## src/rtl/multicycle_control_if.sv

```systemverilog
// multicycle_control_if: instruction fields and zero flag in, datapath enables and selects out.
interface multicycle_control_if;
   logic [5:0] opcode;
   logic [5:0] funct;
   logic       zero;
   logic       ir_we;
   logic       pc_we;
   logic       mem_we;
   logic       WrEn;
   logic [1:0] reg_dst;
   logic       alu_src_a;
   logic [1:0] alu_src_b;
   logic [2:0] alu_cmd;
   logic [1:0] mem_to_reg;
   logic [1:0] pc_src;
   logic       illegal;
   logic [3:0] state;
   modport master (
      input  opcode, funct, zero,
      output ir_we, pc_we, mem_we, WrEn, reg_dst, alu_src_a, alu_src_b,
             alu_cmd, mem_to_reg, pc_src, illegal, state
   );
   modport slave (
      output opcode, funct, zero,
      input  ir_we, pc_we, mem_we, WrEn, reg_dst, alu_src_a, alu_src_b,
             alu_cmd, mem_to_reg, pc_src, illegal, state
   );
endinterface

```

## src/rtl/multicycle_control.sv

```systemverilog
// multicycle_control: control FSM of the multicycle CPU, one datapath step per clock.
// Outputs decode from the state register, with illegal and BNE's pc_we also following the inputs.
module multicycle_control (
   input logic                 clk,
   input logic                 reset_n,
   multicycle_control_if.master bus
);
   localparam logic [2:0] CMD_ADD = 3'd0;
   localparam logic [2:0] CMD_SUB = 3'd1;
   localparam logic [2:0] CMD_XOR = 3'd2;
   localparam logic [2:0] CMD_SLT = 3'd3;
   localparam logic [5:0] OP_RTYPE = 6'b000000;
   localparam logic [5:0] OP_XORI  = 6'b001110;
   localparam logic [5:0] OP_LW    = 6'b100011;
   localparam logic [5:0] OP_SW    = 6'b101011;
   localparam logic [5:0] OP_BNE   = 6'b000101;
   localparam logic [5:0] OP_J     = 6'b000010;
   localparam logic [5:0] OP_JAL   = 6'b000011;
   localparam logic [5:0] FN_ADD   = 6'b100000;
   localparam logic [5:0] FN_SUB   = 6'b100010;
   localparam logic [5:0] FN_SLT   = 6'b101010;
   localparam logic [5:0] FN_JR    = 6'b001000;

   typedef enum logic [3:0] {
      S_RST = 4'd0, S_FETCH, S_DECODE, S_EXEC_R, S_WB_R, S_EXEC_I, S_WB_I, S_MEM_ADDR,
      S_MEM_RD, S_MEM_WB, S_MEM_WR, S_BNE, S_JUMP, S_JAL, S_JR
   } state_e;

   state_e     state_q, state_d;
   logic [2:0] r_cmd_q, r_cmd_d;
   logic       is_r, is_jr;

   assign is_r  = bus.opcode == OP_RTYPE &&
                  (bus.funct == FN_ADD || bus.funct == FN_SUB || bus.funct == FN_SLT);
   assign is_jr = bus.opcode == OP_RTYPE && bus.funct == FN_JR;

   always_ff @(posedge clk or negedge reset_n) begin
      if (!reset_n) begin
         state_q <= S_RST;
         r_cmd_q <= CMD_ADD;
      end else begin
         state_q <= state_d;
         r_cmd_q <= r_cmd_d;
      end
   end

   always_comb begin
      state_d        = S_FETCH;
      r_cmd_d        = r_cmd_q;
      bus.ir_we      = 1'b0;
      bus.pc_we      = 1'b0;
      bus.mem_we     = 1'b0;
      bus.WrEn       = 1'b0;
      bus.reg_dst    = 2'b00;
      bus.alu_src_a  = 1'b0;
      bus.alu_src_b  = 2'b00;
      bus.alu_cmd    = CMD_ADD;
      bus.mem_to_reg = 2'b00;
      bus.pc_src     = 2'b00;
      bus.illegal    = 1'b0;
      case (state_q)
         S_FETCH: begin
            bus.ir_we     = 1'b1;
            bus.pc_we     = 1'b1;
            bus.alu_src_b = 2'b10;
            state_d       = S_DECODE;
         end
         S_DECODE: begin
            r_cmd_d = bus.funct == FN_SUB ? CMD_SUB : bus.funct == FN_SLT ? CMD_SLT : CMD_ADD;
            state_d = is_r                                       ? S_EXEC_R   :
                      is_jr                                      ? S_JR       :
                      bus.opcode == OP_XORI                      ? S_EXEC_I   :
                      (bus.opcode == OP_LW || bus.opcode == OP_SW) ? S_MEM_ADDR :
                      bus.opcode == OP_BNE                       ? S_BNE      :
                      bus.opcode == OP_J                         ? S_JUMP     :
                      bus.opcode == OP_JAL                       ? S_JAL      : S_FETCH;
            bus.illegal = state_d == S_FETCH;
         end
         S_EXEC_R, S_WB_R: begin
            bus.alu_src_a = 1'b1;
            bus.alu_src_b = 2'b01;
            bus.alu_cmd   = r_cmd_q;
            bus.WrEn      = state_q == S_WB_R;
            state_d       = state_q == S_EXEC_R ? S_WB_R : S_FETCH;
         end
         S_EXEC_I, S_WB_I: begin
            bus.alu_src_a = 1'b1;
            bus.alu_cmd   = CMD_XOR;
            bus.WrEn      = state_q == S_WB_I;
            bus.reg_dst   = state_q == S_WB_I ? 2'b01 : 2'b00;
            state_d       = state_q == S_EXEC_I ? S_WB_I : S_FETCH;
         end
         // ALU keeps computing the address through the whole memory access
         S_MEM_ADDR, S_MEM_RD, S_MEM_WB, S_MEM_WR: begin
            bus.alu_src_a  = 1'b1;
            bus.WrEn       = state_q == S_MEM_WB;
            bus.reg_dst    = state_q == S_MEM_WB ? 2'b01 : 2'b00;
            bus.mem_to_reg = state_q == S_MEM_WB ? 2'b01 : 2'b00;
            bus.mem_we     = state_q == S_MEM_WR;
            state_d        = state_q == S_MEM_ADDR ? (bus.opcode == OP_LW ? S_MEM_RD : S_MEM_WR) :
                             state_q == S_MEM_RD   ? S_MEM_WB : S_FETCH;
         end
         S_BNE: begin
            bus.alu_src_a = 1'b1;
            bus.alu_src_b = 2'b01;
            bus.alu_cmd   = CMD_SUB;
            bus.pc_src    = 2'b01;
            bus.pc_we     = ~bus.zero;
         end
         S_JUMP: begin
            bus.pc_we  = 1'b1;
            bus.pc_src = 2'b10;
         end
         S_JAL: begin
            bus.pc_we      = 1'b1;
            bus.pc_src     = 2'b10;
            bus.WrEn       = 1'b1;
            bus.reg_dst    = 2'b10;
            bus.mem_to_reg = 2'b10;
         end
         S_JR: begin
            bus.pc_we  = 1'b1;
            bus.pc_src = 2'b11;
         end
         default: state_d = S_FETCH;
      endcase
   end

   assign bus.state = state_q;
endmodule
```

## src/flat_wrapper.sv

```systemverilog
// flat-port wrapper written by rule: the top's interface ports become plain ports
module multicycle_control_flat 
  (clk, reset_n, bus_opcode, bus_funct, bus_zero, bus_ir_we, bus_pc_we, bus_mem_we, bus_WrEn, bus_reg_dst, bus_alu_src_a, bus_alu_src_b, bus_alu_cmd, bus_mem_to_reg, bus_pc_src, bus_illegal, bus_state);
  multicycle_control_if bus_i ();
  input logic clk;
  input logic reset_n;
  input wire logic [$bits(bus_i.opcode)-1:0] bus_opcode;
  input wire logic [$bits(bus_i.funct)-1:0] bus_funct;
  input wire logic [$bits(bus_i.zero)-1:0] bus_zero;
  output wire logic [$bits(bus_i.ir_we)-1:0] bus_ir_we;
  output wire logic [$bits(bus_i.pc_we)-1:0] bus_pc_we;
  output wire logic [$bits(bus_i.mem_we)-1:0] bus_mem_we;
  output wire logic [$bits(bus_i.WrEn)-1:0] bus_WrEn;
  output wire logic [$bits(bus_i.reg_dst)-1:0] bus_reg_dst;
  output wire logic [$bits(bus_i.alu_src_a)-1:0] bus_alu_src_a;
  output wire logic [$bits(bus_i.alu_src_b)-1:0] bus_alu_src_b;
  output wire logic [$bits(bus_i.alu_cmd)-1:0] bus_alu_cmd;
  output wire logic [$bits(bus_i.mem_to_reg)-1:0] bus_mem_to_reg;
  output wire logic [$bits(bus_i.pc_src)-1:0] bus_pc_src;
  output wire logic [$bits(bus_i.illegal)-1:0] bus_illegal;
  output wire logic [$bits(bus_i.state)-1:0] bus_state;
  assign bus_i.opcode = bus_opcode;
  assign bus_i.funct = bus_funct;
  assign bus_i.zero = bus_zero;
  assign bus_ir_we = bus_i.ir_we;
  assign bus_pc_we = bus_i.pc_we;
  assign bus_mem_we = bus_i.mem_we;
  assign bus_WrEn = bus_i.WrEn;
  assign bus_reg_dst = bus_i.reg_dst;
  assign bus_alu_src_a = bus_i.alu_src_a;
  assign bus_alu_src_b = bus_i.alu_src_b;
  assign bus_alu_cmd = bus_i.alu_cmd;
  assign bus_mem_to_reg = bus_i.mem_to_reg;
  assign bus_pc_src = bus_i.pc_src;
  assign bus_illegal = bus_i.illegal;
  assign bus_state = bus_i.state;
  multicycle_control u_core (.clk(clk), .reset_n(reset_n), .bus(bus_i));
endmodule
```

## config.mk

```make
export PLATFORM = sky130hd
export DESIGN_NAME = multicycle_control_flat
export DESIGN_NICKNAME = d
export VERILOG_FILES = /design/src/rtl/multicycle_control_if.sv /design/src/rtl/multicycle_control.sv /design/src/flat_wrapper.sv
export SDC_FILE = /design/constraint.sdc
export NUM_CORES = 1
export LEC_CHECK = 0
export ABC_AREA = 1
export BUFFER_PORTS_ARGS = -buffer_cell sky130_fd_sc_hd__clkbuf_2
export CELL_PAD_IN_SITES_DETAIL_PLACEMENT = 0
export CELL_PAD_IN_SITES_GLOBAL_PLACEMENT = 2
export CORE_MARGIN = 4
export CORE_UTILIZATION = 22
export CTS_BUF_LIST = sky130_fd_sc_hd__clkbuf_8 sky130_fd_sc_hd__clkbuf_16
export DETAILED_ROUTE_END_ITERATION = 8
export GPL_TIMING_DRIVEN = 0
export HOLD_SLACK_MARGIN = 0.12
export PLACE_DENSITY = 0.86
export RECOVER_POWER = 100
export SYNTH_ARGS = -nofsm -noshare
export SYNTH_HDL_FRONTEND = slang
export SYNTH_SLANG_ARGS = --single-unit
export TNS_END_PERCENT = 30
```

## constraint.sdc

```tcl
create_clock -name clk -period 1.9 [get_ports clk]
set_input_delay 0.38 -clock clk [delete_from_list [all_inputs] [get_ports clk]]
set_output_delay 0.38 -clock clk [all_outputs]
set_load 0.02 [all_outputs]
```

==> run summary <==
vias in the first global route -> 791
Top Ports -> 36
cells after synthesis -> 118
syn_nets -> 133
#FFs+latches synth -> 6
area of the multi-input gates -> 449.2 um^2
Placed Area -> 913.4 um^2
Worst Path Required -> 1.52 ns
initial antenna violation count -> 0
worst r2r src -> u_core.bus.state[2]
kind of critical path -> reg2out
gr ovfl total -> 0
proportion of layout cells with a drive suffix above 1 -> 0.4286
Initial DRC Count -> 16
most frequent cell after synthesis -> nor2_1
IO Port Bufs -> 34
number of synthesized flops with an enable pin -> 0
f_max -> 552.5 MHz
remaining antenna violation count after routing -> 0
top cell type by total area after synthesis -> dfrtp_1
FF+latch area -> 155.1 um^2
Peak supply drop -> 0.2707 mV
drt wl/cell -> 8.698 um
DR vias -> 824
ANT cells -> 0
area grow syn2layout -> 47.27%
Min Hold Slack -> 0.4394 ns
final hold vios -> 0
Comb pwr share -> 0.665
Row Count -> 20
worst r2r dst -> u_core.bus.state[0]
initial core utilization -> 0.2273
Layout Nets -> 178
die outline area -> 4087 um^2
setup total negative slack -> 0 ns
Crit-path slowest cell -> dfrtp_2
CTS Buffer Depth -> 2
Setup Skew -> 0.001893 ns
Residual DRC -> 0
core area -> 3028 um^2
Initial DRT Pass Iterations -> 4
Post-Route WL -> 1783 um
WP data arrival -> 1.43 ns
reg2reg path depth -> 5
CTS Buf Count -> 3
post-synth top area share -> 0.2182
Async S/R FF share, synth -> 1.000
fillers -> 367
Final HPWL DP -> 1618 um
synth top area cells -> dfrtp_1 (22%), nor2_1 (14%), nand2_1 (13%)
TritonCTS clock tree -> built
dominant synthesized flop cell -> dfrtp_1
Final WS setup -> 0.09007 ns
Clock transition at path regs -> 0.03 ns
Final period util -> 0.9526
YS warnings -> 0
min Tclk post-route -> 1.810 ns
reg-to-reg slack, setup -> 0.69 ns
Worst setup EP type -> output port
Seq pwr share -> 0.187
DP Worst Slack -> 0.1904 ns
GRT Overall Usage -> 0.09104
Switching Share -> 0.5065
crit-path cells -> nor2_4 -> nand2_2 -> nor3_4 -> nand2_1 -> nor2_2 -> buf_4
max cap viols -> 0
Min-Delay Path Class -> in2reg
Slew Viols, Final -> 0
Setup crit end -> bus_illegal
H-Tree Level Count -> 1
cell area power density -> 1242 nW/um^2
crit-path max FO -> 5
leading cell types by count after synthesis -> nor2_1 (26), nand2_1 (23), inv_1 (15)
Clock power frac -> 0.148
startpoint types -> register
post-route cell area -> 1013 um^2
Via density -> 4.020
Int Pwr -> 0.6214 mW
die width -> 63.93 um
leakage dissipation -> 0.5609 nW
start point of the critical path -> u_core.bus.state[2]
NetSw -> 0.6376 mW
crit-path max cell delay -> 0.44 ns
Post-Syn Area -> 688.2 um^2
clk_lat worst skew -> 0.22 ns
final setup fails -> 0
RD Place Congestion -> 0.7504
largest net degree at the start of global routing -> 8
Root Buffer -> clkbuf_8
CTS Sinks -> 6
Die H -> 63.93 um
RSZ-0062 raised after global routing -> true
status -> finished clean
first-pass GRT wire length -> 3132 um
register area share after synthesis -> 0.2182
Synth cell types -> 24
Syn Area/Cell -> 5.832 um^2
final cells by class:
class,count,area share
inverters,22,0.08148
flip-flops and latches,6,0.1531
clock buffers,3,0.04074
multi-input cells,88,0.4432
well taps,44,0.05432
plain buffers,2,0.01481
repair buffers,40,0.2123
through the flow:
| step | utilization | power [mW] | cells |
|---|---|---|---|
| finish | 0.3347 | 1.259 | 205 |
| global route | 0.3347 | 1.377 | 205 |
| CTS | 0.3248 | 1.228 | 202 |
| detailed placement | 0.3017 | 1.002 | 196 |
| global placement | 0.3017 | 0.9988 | 196 |
| floorplan | - | 0.7675 | 118 |
worst max-delay path, delay by kind of cell (launching register included):
kind	cells	cell delay (ns)
and+or+nand+nor	5	0.64
DFF	1	0.44
buffers and inverters	1	0.14
state kept, by name (all words and copies together) (netlist names):
register,count
u_core.bus.state,4
u_core.r_cmd_q,2
layout by cell type (no fill, tap or decap):
cell and count:
dlygate4sd3_1 1, clkbuf_2 32, a31oi_2 1, a21oi_1 4
dfrtp_2 4, buf_4 7, o21ai_0 3, conb_1 1
clkbuf_1 2, nor3_4 1, a31oi_1 1, inv_1 14
nand2_2 2, o21ai_1 2, o22ai_1 2, nand4_1 2
or2_1 1, nor3_1 1, a22oi_1 1, nand2_1 23
dfrtp_1 2, nand3_1 5, nor2_1 25, nor2_4 3
nand3b_1 2, inv_2 8, nor2_2 6, clkbuf_8 3
o21ai_2 2
worst min path at each step:
stage / startpoint / to / depth (start not counted)
floorplan: reset_n / u_core.bus.state[0] / 0
global placement: reset_n / u_core.r_cmd_q[0] / 1
detailed placement: reset_n / u_core.r_cmd_q[1] / 1
CTS: bus_funct[3] / u_core.r_cmd_q[1] / 3
global route: bus_funct[3] / u_core.r_cmd_q[1] / 3
finish: bus_funct[3] / u_core.r_cmd_q[1] / 3
cell families after synthesis:
group / after synthesis / synth area share
other: 1 / 0.005449
AO/OA/AOI/OAI: 16 / 0.1473
flip-flops: 6 / 0.2182
AND/OR/NAND/NOR: 71 / 0.4872
buffers and inverters: 24 / 0.1418
routing by layer:
layer	track usage	routed length (um)
met1	0.1131	827
met2	0.1548	819
met3	0.01757	135
met4	0.03235	0
met5	0	0
power by group through the flow:
stage	sequential [mW]	clock, mW	combinational [mW]
after global placement	0.234	0	0.765
after floorplan	0.264	0	0.503
after detailed placement	0.234	0	0.768
final	0.236	0.186	0.837
after CTS	0.237	0.193	0.799
after global routing	0.242	0.203	0.932
repair_timing:
item                                    CTS  global route
endpoints found under the setup margin    1             5
cloned                                    0             0
hold buffers                              1             0
pin swaps                                 1             1
setup buffers                             2             3
hold endpoints to repair                  6             0
gates resized for setup                   3             6
Note: power is estimated with default switching activity, not from simulation.
